[src/rtl/l2_arbiter.sv]
`default_nettype none
// ============================================================================
//  Module      : l2_arbiter
//  Description : Round-robin arbiter sharing the unified L2 port between the
//                I-side and D-side L1 caches. Latches the winning request,
//                holds it on the L2 port until l2_resp, routes the one-cycle
//                response back to the owner, and counts grants per side.
//  Revision    : 1.0  initial release
// ============================================================================
module l2_arbiter (
   input  logic         clk,
   input  logic         rst_n,
   // I-side L1
   input  logic         i_read,
   input  logic         i_write,
   input  logic [15:0]  i_address,
   input  logic [127:0] i_wdata,
   output logic         i_resp,
   output logic [127:0] i_rdata,
   // D-side L1
   input  logic         d_read,
   input  logic         d_write,
   input  logic [15:0]  d_address,
   input  logic [127:0] d_wdata,
   output logic         d_resp,
   output logic [127:0] d_rdata,
   // L2 port
   output logic         l2_read,
   output logic         l2_write,
   output logic [15:0]  l2_address,
   output logic [127:0] l2_wdata,
   input  logic         l2_resp,
   input  logic [127:0] l2_rdata,
   // grant counters
   output logic [15:0]  i_grants,
   output logic [15:0]  d_grants
);

   typedef enum logic [1:0] {
      ST_IDLE   = 2'd0,
      ST_BUSY_I = 2'd1,
      ST_BUSY_D = 2'd2
   } state_t;

   state_t         state_q,    state_d;
   logic           last_d_q,   last_d_d;    // 1: most recent grant went to D
   logic           op_write_q, op_write_d;
   logic [15:0]    addr_q,     addr_d;
   logic [127:0]   wdata_q,    wdata_d;
   logic [15:0]    i_grants_q, i_grants_d;
   logic [15:0]    d_grants_q, d_grants_d;

   logic           i_pend;
   logic           d_pend;

   assign i_pend = i_read | i_write;
   assign d_pend = d_read | d_write;

   // Arbitration, request latching and response steering.
   always_comb begin
      state_d    = state_q;
      last_d_d   = last_d_q;
      op_write_d = op_write_q;
      addr_d     = addr_q;
      wdata_d    = wdata_q;
      i_grants_d = i_grants_q;
      d_grants_d = d_grants_q;
      i_resp     = 1'b0;
      d_resp     = 1'b0;
      l2_read    = 1'b0;
      l2_write   = 1'b0;

      case (state_q)
         ST_IDLE: begin
            // I wins when alone, or on a tie if D was granted last.
            if (i_pend && (!d_pend || last_d_q)) begin
               state_d    = ST_BUSY_I;
               last_d_d   = 1'b0;
               op_write_d = i_write;   // read+write together counts as write
               addr_d     = i_address;
               wdata_d    = i_wdata;
               i_grants_d = i_grants_q + 16'd1;
            end else if (d_pend) begin
               state_d    = ST_BUSY_D;
               last_d_d   = 1'b1;
               op_write_d = d_write;
               addr_d     = d_address;
               wdata_d    = d_wdata;
               d_grants_d = d_grants_q + 16'd1;
            end
         end
         ST_BUSY_I: begin
            l2_read  = ~op_write_q;
            l2_write = op_write_q;
            if (l2_resp) begin
               i_resp  = 1'b1;
               state_d = ST_IDLE;
            end
         end
         ST_BUSY_D: begin
            l2_read  = ~op_write_q;
            l2_write = op_write_q;
            if (l2_resp) begin
               d_resp  = 1'b1;
               state_d = ST_IDLE;
            end
         end
         default: begin
            state_d = ST_IDLE;
         end
      endcase
   end

   assign l2_address = addr_q;
   assign l2_wdata   = wdata_q;
   assign i_rdata    = l2_rdata;
   assign d_rdata    = l2_rdata;
   assign i_grants   = i_grants_q;
   assign d_grants   = d_grants_q;

   // State registers; reset abandons any in-flight transaction.
   always_ff @(posedge clk) begin
      if (!rst_n) begin
         state_q    <= ST_IDLE;
         last_d_q   <= 1'b1;
         op_write_q <= 1'b0;
         addr_q     <= 16'h0000;
         wdata_q    <= 128'd0;
         i_grants_q <= 16'd0;
         d_grants_q <= 16'd0;
      end else begin
         state_q    <= state_d;
         last_d_q   <= last_d_d;
         op_write_q <= op_write_d;
         addr_q     <= addr_d;
         wdata_q    <= wdata_d;
         i_grants_q <= i_grants_d;
         d_grants_q <= d_grants_d;
      end
   end

endmodule
`default_nettype wire

[config.mk]
export PLATFORM = sky130hd
export DESIGN_NAME = l2_arbiter
export DESIGN_NICKNAME = d
export VERILOG_FILES = /design/src/rtl/l2_arbiter.sv
export SDC_FILE = /design/constraint.sdc
export NUM_CORES = 1
export LEC_CHECK = 0
export CAP_MARGIN = 30
export CELL_PAD_IN_SITES_DETAIL_PLACEMENT = 0
export CELL_PAD_IN_SITES_GLOBAL_PLACEMENT = 1
export CORE_AREA = 2 2 333 335
export DETAILED_ROUTE_END_ITERATION = 8
export DIE_AREA = 0 0 335 337
export GPL_TIMING_DRIVEN = 1
export PLACE_DENSITY = 0.5
export SYNTH_ARGS = -nofsm -noshare
export SYNTH_HDL_FRONTEND = slang
export SYNTH_SLANG_ARGS = --single-unit
[constraint.sdc]
create_clock -name clk -period 2.01 [get_ports clk]
set_input_delay 0.402 -clock clk [delete_from_list [all_inputs] [get_ports clk]]
set_output_delay 0.402 -clock clk [all_outputs]
set_load 0.05 [all_outputs]
==> results.ini <==
[outcome]
status = finished clean

[cells_and_area]
drive_gt1_share_pct = 13.5
fill_cells = 12700
final_common_cell = nand2_1
final_core_util_pct = 13.9
ff_latch_area_sq_um = 3610
area_growth_pct = 58.4
final_cell_mix = nand2_1, clkdlybuf4s50_1, dfxtp_1, o21ai_0, a31oi_1
final_nets = 1946
multi_input_area_sq_um = 3780

[synthesis]
postSynthCellCount = 1268
seq_area_frac_synth_pct = 37.5
synth_area_sq_um = 9610
synth_fp_nets = 1696
synthArstFlopShare_pct = 0
synthTopCellsByArea = dfxtp_1, buf_4, nand2_1
synth_seq_cells = 180
synth_top_area_share_pct = 37.5
yosysTopAreaCell = dfxtp_1
synthFlopType = dfxtp_1
syn_avg_cell_area_sq_um = 7.58
yosys_warnings = 0
synth_edf_count = 0
synthDistinctLibCells = 45

[clock_tree]
clkSlewWorstSetupHoldPaths_ns = 0.08
numCtsBuffers = 17
cts-htree-levels = 4
cts_hold_buf = 0
cts-root-buf = clkbuf_16
clock_path_buffers = 2
clk_latency_ns = 0.50
cts_tree = yes
clkSinkCount = 180

[floorplan]
dieArea_sq_um = 113000
start_util_pct = 8.77
ioPinCount = 859
die-width_um = 335
coreArea_sq_um = 110000
die_y_um = 337
rows = 122

[grt]
grt_pass1_vias = 9469
grt_overflow = 0
grt.total_usage_pct = 7.97
antenna_found_initial = 2
grt_pass1_wl_um = 64600
grt_max_degree = 82

[pwr]
vdd_drop_max_uv = 455
pwr-share-comb_pct = 47.7
power_frac_seq_pct = 29.3
clkPwrFrac_pct = 23.0
switching_share_pct = 46.2
leakage_nw = 5.97
internal_power_mw = 8.90
switchingPower_mw = 7.66
p_per_area_nw_per_um2 = 1090

[worst_setup_path]
reg2reg_to = i_grants[7]
worstPathArrival_ns = 1.51
crit_fanout = 6
worst_setup_path_start_kind = flop
ff2ff_setup_slack_ns = 0.19
r2r-start = last_d_q
ff2ff_path_depth = 5
worstSetupPathType = reg -> out
worstPathRequired_ns = 1.61
worst_setup_path_end_kind = output port

[route]
viasPerCell = 3.19
drc = 0
vias = 9425
antenna_left = 0
first_iter_violations = 354
drtPass1Iterations = 4
wirelength_um = 46400
wl_per_cell_um = 15.7

[sta]
finalHoldViolCount = 0
worst_slew_pin_slew_ns = 0.579
final_max_slew_viol_count = 0
fin_crit_sh_pct = 95.1
fin_skew_ns = 0.0113
fin_ws_ns = 0.0979
relSlewSlack_pct = 61.3
worst_hold_slack_ns = 0.372
setup_viol = 0
rsz0062_at_grt = no
max_clock_freq_mhz = 523
finalCriticalPeriod_ns = 1.91

[placed_design]
port_buffers = 474
dp_hpwl_um = 35900
dpl_worst_slack_ns = -0.346
gp_congestion = 0.733

[run]
cap_violations = 0

[worst_hold_path]
hp-class = in -> reg
hold_start = rst_n
hold-path-endpoint = l2_wdata[108]
whs_path_depth = 4

-- flip-flops by register name, indices dropped and copies added (netlist names) --
signal	flops
l2_wdata	128
i_grants	16
op_write_q	1
state_q	2
last_d_q	1
d_grants	16
l2_address	16
-- cells in the mapped netlist, types with 5 or more instances --
cell / count
nand3_1: 12
xnor2_1: 9
ha_1: 5
inv_1: 7
a31oi_1: 144
nand2b_1: 7
or3_1: 9
mux2i_1: 5
dfxtp_1: 180
nor2_1: 19
buf_4: 256
a21oi_1: 16
o21ai_0: 157
clkbuf_1: 78
nor4_1: 5
nand2_1: 303
nand4_1: 9
-- final cells by class --
class,instances,area share (%)
Antenna cell,2,0.0329
Clock buffer,18,2.88
Clock inverter,14,1.09
Inverter,8,0.197
Multi-Input combinational cell,739,24.8
Sequential cell,180,23.7
Tap cell,1426,11.7
Timing Repair Buffer,572,35.5
-- logic make-up (layout without fill, tap and decap cells) --
kind of cell	count (synthesis)	count (layout)	synth area share (%)
other	0	2	0
buffers and inverters	349	612	23.8
XOR/XNOR	13	13	1.18
adder cells (fa/ha/maj)	5	5	0.651
AO/OA/AOI/OAI	331	331	19.5
AND/OR/NAND/NOR	384	384	16.7
flip-flops	180	180	37.5
multiplexers	6	6	0.638
-- how the worst max path moves through the flow --
stage	startpoint	endpoint	slack, ns	cells past startpoint
after global placement	d_write	i_grants[9]	-0.40	6
after detailed placement	d_write	i_grants[7]	-0.35	6
after floorplan	i_write	i_grants[15]	0.002	6
final	i_grants[2]	i_grants[2]	0.1	2
after CTS	i_grants[2]	i_grants[2]	0.009	2
after global routing	i_grants[2]	i_grants[2]	0.001	2
-- metal layers --
layer | up-vias | track usage [%] | part of all wire [%]
met5 | - | 0.383 | 0.16
met4 | 4 | 4.19 | 3.7
met3 | 116 | 4.35 | 11
met2 | 489 | 11.6 | 43
met1 | 4250 | 9.32 | 42
li1 | 4566 | - | -
-- metrics by stage --
stage	cells	TNS [ns]	cell area, sq um	total power [mW]
6_report	2959	0	15200	16.6
5_1_grt	2957	0	15200	17.6
4_1_cts	2955	0	15200	17.0
3_5_place_dp	2923	-32.03	14700	13.3
3_3_place_gp	2923	-33.85	14700	13.4
2_1_floorplan	1268	0	9620	10.8
-- critical path, cell delays in order, from the launching register on --
cell,delay [ns]
dfxtp_2,0.33
buf_4,0.14
dlygate4sd2_1,0.54
-- power groups by stage --
stage / sequential [mW] / clock (mW) / combinational (mW)
4_1_cts: 4.87 / 4.12 / 8.00
2_1_floorplan: 7.54 / 0 / 3.29
3_5_place_dp: 4.95 / 0 / 8.37
6_report: 4.85 / 3.81 / 7.89
3_3_place_gp: 4.95 / 0 / 8.43
5_1_grt: 4.96 / 4.17 / 8.44
-- repair_timing --
action	in CTS	in global routing
endpoints found under the setup margin	128	5
setup buffers	0	2
gates cloned	0	0
resized for setup	131	3
No activity file was read; power rests on OpenSTA's default activity.
